### config.mk
export PLATFORM = sky130hd
export DESIGN_NAME = trc_config_ctrl
export DESIGN_NICKNAME = d
export VERILOG_FILES = /design/src/rtl/trc_config_pkg.sv /design/src/rtl/trc_config_ctrl.sv
export SDC_FILE = /design/constraint.sdc
export NUM_CORES = 1
export LEC_CHECK = 0
export BUFFER_PORTS_ARGS = -buffer_cell sky130_fd_sc_hd__buf_2
export CAP_MARGIN = 5
export CORE_ASPECT_RATIO = 1.1
export CORE_MARGIN = 5
export CORE_UTILIZATION = 44
export CTS_BUF_LIST = sky130_fd_sc_hd__clkbuf_4 sky130_fd_sc_hd__clkbuf_8
export DETAILED_ROUTE_END_ITERATION = 7
export GPL_TIMING_DRIVEN = 0
export MAX_ROUTING_LAYER = met4
export PLACE_DENSITY = 0.78
export SETUP_SLACK_MARGIN = 0.3
export SLEW_MARGIN = 10
export SYNTH_ARGS = -nofsm -noshare
export SYNTH_HDL_FRONTEND = slang
export SYNTH_SLANG_ARGS = --single-unit
### constraint.sdc
create_clock -name clk -period 1.7 [get_ports clk]
set_input_delay 0.425 -clock clk [delete_from_list [all_inputs] [get_ports clk]]
set_output_delay 0.425 -clock clk [all_outputs]
set_load 0.01 [all_outputs]
### src/rtl/trc_config_pkg.sv
// Shared definitions for the transceiver configuration sequencer.
package trc_config_pkg;

    localparam int unsigned IDX_W  = 6;
    localparam int unsigned ADDR_W = 7;
    localparam int unsigned DATA_W = 32;
    localparam int unsigned POLL_W = 10;

    // Reconfig controller register offsets
    localparam logic [ADDR_W-1:0] PMA_CH_NR  = 7'h08;
    localparam logic [ADDR_W-1:0] PMA_STATUS = 7'h0A;
    localparam logic [ADDR_W-1:0] PMA_OFFSET = 7'h0B;
    localparam logic [ADDR_W-1:0] PMA_DATA   = 7'h0C;

    typedef enum logic [2:0] {
        ST_IDLE   = 3'd0,
        ST_FETCH  = 3'd1,
        ST_WRITE  = 3'd2,
        ST_READ   = 3'd3,
        ST_CHECK  = 3'd4,
        ST_NEXT   = 3'd5,
        ST_FINISH = 3'd6,
        ST_FAIL   = 3'd7
    } state_t;

    // Management bus request captured from the table
    typedef struct packed {
        logic [ADDR_W-1:0] address;
        logic [DATA_W-1:0] writedata;
    } mgmt_req_t;

    // Poll counter increment that sticks at all-ones instead of wrapping
    function automatic logic [POLL_W-1:0] poll_inc(input logic [POLL_W-1:0] cnt);
        return (&cnt) ? cnt : cnt + POLL_W'(1);
    endfunction

endpackage

### src/rtl/trc_config_ctrl.sv
// Walks an external configuration table, issuing Avalon-MM writes and status polls.
module trc_config_ctrl
    import trc_config_pkg::*;
#(
    parameter int unsigned LAST_INDEX = 18,
    parameter int unsigned POLL_LIMIT = 1023,
    parameter int unsigned BUSY_BIT   = 8,
    parameter int unsigned ERR_BIT    = 9
) (
    input  logic                 clk,
    input  logic                 reset_n,
    input  logic                 start,
    output logic [IDX_W-1:0]     lut_index,
    input  logic [7:0]           lut_address,
    input  logic [DATA_W-1:0]    lut_data,
    input  logic                 lut_wr,
    output logic [ADDR_W-1:0]    mgmt_address,
    output logic                 mgmt_write,
    output logic                 mgmt_read,
    output logic [DATA_W-1:0]    mgmt_writedata,
    input  logic [DATA_W-1:0]    mgmt_readdata,
    input  logic                 mgmt_waitrequest,
    output logic                 busy,
    output logic                 done,
    output logic                 error
);

    state_t            state_q;
    state_t            state_d;
    logic [IDX_W-1:0]  index_d;
    logic [POLL_W-1:0] poll_cnt_q;
    logic [POLL_W-1:0] poll_cnt_d;
    mgmt_req_t         req_q;
    mgmt_req_t         req_d;
    logic              sts_busy_q;
    logic              sts_busy_d;
    logic              sts_err_q;
    logic              sts_err_d;
    logic              write_d;
    logic              read_d;
    logic              busy_d;
    logic              done_d;
    logic              error_d;

    // Table address MSB and non-status readdata bits carry no meaning here
    logic unused_bits;
    assign unused_bits = ^{lut_address[7], mgmt_readdata};

    assign mgmt_address   = req_q.address;
    assign mgmt_writedata = req_q.writedata;

    // State register
    always_ff @(posedge clk or negedge reset_n) begin
        if (!reset_n) begin
            state_q <= ST_IDLE;
        end else begin
            state_q <= state_d;
        end
    end

    // Next-state logic and next values of every registered output
    always_comb begin
        state_d    = state_q;
        index_d    = lut_index;
        poll_cnt_d = poll_cnt_q;
        req_d      = req_q;
        sts_busy_d = sts_busy_q;
        sts_err_d  = sts_err_q;
        error_d    = error;

        case (state_q)
            ST_IDLE: begin
                if (start) begin
                    index_d = '0;
                    error_d = 1'b0;
                    state_d = ST_FETCH;
                end
            end
            ST_FETCH: begin
                req_d.address   = lut_address[ADDR_W-1:0];
                req_d.writedata = lut_data;
                if (lut_wr) begin
                    state_d = ST_WRITE;
                end else begin
                    poll_cnt_d = '0;
                    state_d    = ST_READ;
                end
            end
            ST_WRITE: begin
                if (!mgmt_waitrequest) begin
                    state_d = ST_NEXT;
                end
            end
            ST_READ: begin
                if (!mgmt_waitrequest) begin
                    sts_busy_d = mgmt_readdata[BUSY_BIT];
                    sts_err_d  = mgmt_readdata[ERR_BIT];
                    state_d    = ST_CHECK;
                end
            end
            ST_CHECK: begin
                if (sts_err_q) begin
                    state_d = ST_FAIL;
                end else if (!sts_busy_q) begin
                    state_d = ST_NEXT;
                end else if (poll_cnt_q == POLL_W'(POLL_LIMIT)) begin
                    state_d = ST_FAIL;
                end else begin
                    poll_cnt_d = poll_inc(poll_cnt_q);
                    state_d    = ST_READ;
                end
            end
            ST_NEXT: begin
                if (lut_index == IDX_W'(LAST_INDEX)) begin
                    state_d = ST_FINISH;
                end else begin
                    index_d = lut_index + IDX_W'(1);
                    state_d = ST_FETCH;
                end
            end
            ST_FINISH: state_d = ST_IDLE;
            ST_FAIL:   state_d = ST_IDLE;
            default:   state_d = ST_IDLE;
        endcase

        // Outputs follow the state being entered so they are valid from its first cycle
        write_d = (state_d == ST_WRITE);
        read_d  = (state_d == ST_READ);
        done_d  = (state_d == ST_FINISH);
        busy_d  = (state_d == ST_FETCH) || (state_d == ST_WRITE) || (state_d == ST_READ) ||
                  (state_d == ST_CHECK) || (state_d == ST_NEXT);
        if (state_d == ST_FAIL) begin
            error_d = 1'b1;
        end
    end

    // Datapath and output registers
    always_ff @(posedge clk or negedge reset_n) begin
        if (!reset_n) begin
            lut_index  <= '0;
            poll_cnt_q <= '0;
            req_q      <= '0;
            sts_busy_q <= 1'b0;
            sts_err_q  <= 1'b0;
            mgmt_write <= 1'b0;
            mgmt_read  <= 1'b0;
            busy       <= 1'b0;
            done       <= 1'b0;
            error      <= 1'b0;
        end else begin
            lut_index  <= index_d;
            poll_cnt_q <= poll_cnt_d;
            req_q      <= req_d;
            sts_busy_q <= sts_busy_d;
            sts_err_q  <= sts_err_d;
            mgmt_write <= write_d;
            mgmt_read  <= read_d;
            busy       <= busy_d;
            done       <= done_d;
            error      <= error_d;
        end
    end

endmodule

== After elaboration in Yosys (flattened, before gate mapping) ==
Index checks and enable logic that the tools add are counted.
W data, S select, Z words.

* Register bits after elaboration: 65
* Bits of input ports: 77
* Output and inout port bits: 50
* Logic and storage cells: 74

* Add/sub/neg operators: 2
* Eq/ne operators: 23
* Muxes and demuxes: 21
* Bitwise gates (word level): 1
* Reductions and logical operators: 15

{| class="wikitable"
|+ Operator list
! kind !! count
|-
| $mux W10 || 5
|-
| $eq A3 B3 Y1 const B || 8
|-
| $mux W3 || 7
|-
| $pmux W3 S7 || 1
|-
| $pmux W10 S2 || 1
|-
| $ne A2 B2 Y1 const B || 7
|-
| $eq A3 B2 Y1 const B || 4
|-
| $mux W6 || 2
|-
| $pmux W6 S2 || 1
|-
| $add A10 B1 Y10 const B || 1
|-
| $eq A10 B10 Y1 const B || 1
|-
| $reduce_and A10 Y1 || 1
|-
| $reduce_bool A2 Y1 || 4
|-
| $add A6 B1 Y6 const B || 1
|-
| $eq A3 B1 Y1 const B || 2
|-
| $eq A6 B5 Y1 const B || 1
|-
| $reduce_and A6 Y1 || 1
|-
| $logic_or A1 B1 Y1 || 4
|-
| $mux W1 || 4
|-
| $reduce_and A2 Y1 || 2
|-
| $logic_not A3 Y1 || 1
|-
| $reduce_and A3 Y1 || 1
|-
| $reduce_or A2 Y1 || 1
|-
| $not A1 Y1 || 1
|}

== Depth between registers and ports, before layout ==
* Depth after elaboration: 10
* Gate-level depth with buffers: 7
* Depth with buffers taken out: 7

== Worst setup path before layout ==
No wires, ideal clock.

* Kind: register -> register
* Start: register state_q[1]
* End: register req_q, in the netlist mgmt_address[0]
* Library setup time: 0.125 ns
* Arrival: 1.626 ns
* Required time: 1.575 ns
* Path slack: -0.051 ns
* Cell stages (with the launch flop): 6
* Buffers on the path: 3
* Period minus slack after synthesis: 1.751 ns
* Cells stage by stage: dfrtp_1 buf_2 nor3b_1 buf_2 buf_2 mux2_2

* Cells in the longest elaborated chain, start to end: 1

{| class="wikitable"
|+ Ends and longest elaborated chain
! element !! RTL line !! RTL
|-
| from (decl) || trc_config_ctrl.sv:28 || <nowiki>state_t state_q;</nowiki>
|-
| from (signal assigned) || trc_config_ctrl.sv:57 || <nowiki>state_q <= state_d;</nowiki>
|-
| $eq A3 B1 Y1 || trc_config_ctrl.sv:71 || <nowiki>case (state_q)</nowiki>
|-
| to (signal assigned) || trc_config_ctrl.sv:153 || <nowiki>req_q <= req_d;</nowiki>
|-
| to (decl) || trc_config_ctrl.sv:33 || <nowiki>mgmt_req_t req_q;</nowiki>
|}

No other way between the ends.
A chain may end at the register's enable or synchronous reset.

== Worst setup path in the final report ==
* Start: register state_q[2]
* End: register lut_index[2]

* Cells in the longest elaborated chain, start to end: 3
* Elaborated cells on any way between the ends: 7
* Classes of those cells: eq/ne (3); mux (1); reduce/logical (3)

{| class="wikitable"
|+ Ends and longest elaborated chain
! element !! RTL line !! RTL
|-
| $eq A3 B3 Y1 / $logic_not A3 Y1 (equally long branches) || trc_config_ctrl.sv:71 ||
|-
| $ne A2 B2 Y1 (no source line) / $reduce_bool A2 Y1 (equally long branches) || -- ||
|-
| $reduce_and A3 Y1 (no source line) || -- ||
|-
| to (signal assigned) || trc_config_ctrl.sv:151 || <nowiki>lut_index <= index_d;</nowiki>
|-
| to (decl) || trc_config_ctrl.sv:13 || <nowiki>output logic [IDX_W-1:0] lut_index,</nowiki>
|}

Parallel ways exist; a longest one is shown, timed or not.

==> results.sh <==
export IMPL_path_cells="buf_6 -> nor4b_4 -> a311oi_2 -> buf_4 -> a21oi_4 -> a31oi_1 -> a41o_1"
export IMPL_worst_path_largest_cell_delay_ns=0.42
export IMPL_ys_warn_count=0
export IMPL_post_route_period_util=1.03
export IMPL_worstSetupPathDepth=7
export IMPL_postSynthAreaPerCell_sq_um=12.7
export IMPL_fin_worst_skew_ns=0.0122
export IMPL_finalPower_mw=8.81
export IMPL_fmax_mhz=568
export IMPL_clock_insertion_delay_worst_skew_ns=0.34
export IMPL_leakage_power_nw=2.26
export IMPL_synth_top_cells_by_area="dfrtp_1 (56%), mux2_2 (16%), xnor2_1 (2.1%)"
export IMPL_r2r_worst_path_cells=7
export IMPL_timing_max_slew_rel_slack=0.478
export IMPL_critical_path_top_delay_family="compound AO/OA/AOI/OAI gates"
export IMPL_place_hpwl_um=4410
export IMPL_fraction_of_synthesized_cell_area_taken_by_the_top_area_cell_type=0.562
export IMPL_worst_path_max_delay_cell="dfrtp_2"
export IMPL_worstMarginPinSlew_ns=0.784
export IMPL_coreArea_sq_um=6520
export IMPL_clock_sinks=65
export IMPL_num_fill_cells=441
export IMPL_rr_startpoint="state_q[2]"
export IMPL_timing_critical_path_from_type="flip-flop"
export IMPL_stdcell_area_sq_um=4540
export IMPL_worst_hold_slack_ns=0.156
export IMPL_grt_pass1_vias=2467
export IMPL_ff_latch_area_sq_um=1630
export IMPL_synth_seq_area_share=0.562
export IMPL_grt_start_max_net_pins=66
export IMPL_die_w_um=87.3
export IMPL_timing_final_ws_setup_ns=-0.0592
export IMPL_floorplan_initialDensity=0.444
export IMPL_postRouteWirelength_um=7640
export IMPL_drt_drc_violations_left=0
export IMPL_layout_cells_non_filler=460
export IMPL_timing_critical_path_buf_inv=2
export IMPL_gp_routability_congestion=0.771
export IMPL_grt_antenna_before_repair=0
export IMPL_routed_via_count=2382
export IMPL_synthesis_area_sq_um=2900
export IMPL_grtUsageTotal=0.183
export IMPL_min_path_type="in -> async"
export IMPL_timing_hold_violations_final=0
export IMPL_synthDistinctLibCells=45
export IMPL_power_ir_vdd_worst_v=0.00104
export IMPL_drtAntennaViolNets=0
export IMPL_mappedNetlistNets=308
export IMPL_multi_input_area_sq_um=1570
export IMPL_worst_setup_path_endpoint="lut_index[2]"
export IMPL_report_final_setup_viol=8
export IMPL_slew_viol_final=0
export IMPL_critical_path_required_ns=1.93
export IMPL_r2r_end="lut_index[2]"
export IMPL_path_clk_slew_ns=0.07
export IMPL_1st_iter_drt_viols=96
export IMPL_antenna_diode_count=0
export IMPL_status="complete, but fails checks"
export IMPL_drt_wirelength_per_cell_um=16.6
export IMPL_worst_setup_path_startpoint="state_q[2]"
export IMPL_share_of_final_layout_standard_cells_stronger_than_drive_strength_1=0.635
export IMPL_cts_tree="yes"
export IMPL_design_die_area_sq_um=8300
export IMPL_crit_type="reg -> reg"
export IMPL_violations="negative setup slack"
export IMPL_cp_end_kind="flip-flop"
export IMPL_post_synth_inst_count=228
export IMPL_r2r_setup_slack_ns=-0.06
export IMPL_cell_type_with_the_largest_total_area_after_synthesis="dfrtp_1"
export IMPL_flip_flop_and_latch_count_after_synthesis=65
export IMPL_synthToLayoutAreaGrowth_pct=56.7
export IMPL_ios=127
export IMPL_critPathMaxFanout=7
export IMPL_placedCellCount=405
export IMPL_layout_nets=454
export IMPL_clock_root_buffer="clkbuf_8"
export IMPL_num_rows=31
export IMPL_avg_vias_per_cell=5.18
export IMPL_cp_arrival_ns=1.99
export IMPL_post_dp_cell_area_sq_um=3560
export IMPL_rsz0062_at_grt="true"
export IMPL_grt_pass1_wl_um=11600
export IMPL_htreeDepth=3
export IMPL_grt_overflow_total=0
export IMPL_final_period_minus_worst_setup_slack_ns=1.76
export IMPL_clock_tree_buffer_depth=2
export IMPL_power_density_nw_per_um2=1940
export IMPL_drt_pre_antenna_iters=4
export IMPL_die_height_um=95.1
export IMPL_port_buffer_count=95
export IMPL_fin_tns_setup_ns=-0.188
export IMPL_maxCapViolations=0
export IMPL_cts_buffers=9
## final cells by class
type,count,share of cell area
multi-input cells,149,0.347
clock inverters,3,0.00883
inverters,5,0.00469
well taps,82,0.0226
repair buffers,135,0.195
clock buffers,12,0.0350
plain buffers,9,0.0273
flip-flops and latches,65,0.359
## layout by cell type, fill, tap and decap left out, types with 4 or more instances in the layout
| cell | n |
|---|---|
| buf_4 | 25 |
| nor2_1 | 14 |
| clkbuf_8 | 12 |
| dfrtp_1 | 62 |
| inv_1 | 4 |
| mux2_4 | 41 |
| nand2_1 | 9 |
| xnor2_1 | 6 |
| buf_6 | 18 |
| buf_2 | 93 |
| nand3_1 | 5 |
| and3_1 | 7 |
## how the worst min path moves through the flow
stage	from	endpoint	depth (start not counted)
after global routing	reset_n	lut_index[1]	1
after floorplan	reset_n	busy	0
final	reset_n	lut_index[1]	1
after global placement	mgmt_writedata[7]	mgmt_writedata[7]	1
after CTS	reset_n	lut_index[1]	1
after detailed placement	mgmt_writedata[20]	mgmt_writedata[20]	1
## per-layer routing
| metal | vias to the layer above | part of all wire | GRT usage |
|---|---|---|---|
| met5 | - | 0 | - |
| met4 | 0 | 0.023 | 0.0691 |
| met3 | 22 | 0.069 | 0.0320 |
| met2 | 94 | 0.49 | 0.294 |
| met1 | 1152 | 0.42 | 0.230 |
| li1 | 1114 | - | - |
## worst reg2reg max path, delay by kind of cell (launching register included)
kind,cells,cell delay [ns]
simple gates,1,0.31
compound gates,4,0.62
flops,1,0.42
buf+inv,2,0.30
## power by group
group / switching [mW] / internal, mW / leakage, nW / total [mW]
combinational: 2.10 / 2.85 / 1.35 / 4.94
sequential: 0.351 / 2.19 / 0.800 / 2.54
clock: 0.566 / 0.761 / 0.106 / 1.33
total: 3.01 / 5.80 / 2.26 / 8.81
## registers in the layout (all words and copies together), names as in the netlist
name	cells
lut_index	6
mgmt_address	7
state_q	3
sts_busy_q	1
busy	1
mgmt_read	1
poll_cnt_q	10
sts_err_q	1
done	1
error	1
mgmt_write	1
mgmt_writedata	32
## cells in the mapped netlist, drive strengths merged
master	n
and3	8
a221oi	1
xor2	2
or2	1
a21oi	4
nor3b	5
o32ai	2
nand4	3
buf	8
nor4b	2
nand2	12
a311oi	1
inv	5
o21ai	3
a31oi	2
nand2b	5
o31ai	1
nand3b	1
clkbuf	1
ha	3
a41o	1
o2bb2ai	1
o32a	1
a32o	1
mux2	41
xnor2	7
nor2b	2
o211ai	1
nor2	15
a211oi	2
and2	1
nand3	6
mux2i	4
or4b	2
a21o	1
dfrtp	65
and4	3
nor3	4
## logic make-up (layout without fill, tap and decap cells)
kind of cell | after synthesis | after routing | synth area share
xor+xnor | 9 | 9 | 0.0272
flops | 65 | 65 | 0.562
compound gates | 22 | 22 | 0.0566
buf+inv | 14 | 164 | 0.0268
simple gates | 70 | 70 | 0.141
fa+ha+maj | 3 | 3 | 0.0130
mux | 45 | 45 | 0.173
## stage by stage
step                utilization  worst slack, ns
global route              0.696           -0.184
CTS                       0.661           0.0161
floorplan                     -           0.0600
finish                    0.696          -0.0592
detailed placement        0.547           -0.320
global placement          0.546           -0.301
## what timing repair did
action	4_1_cts	5_1_grt
cloned	4	0
endpoints found under the setup margin	64	66
pin swaps	13	11
endpoints found under the hold margin	0	0
hold buffers	0	0
gates resized for setup	66	37
buffers inserted	28	8
Power figures use the tool's default switching activity.
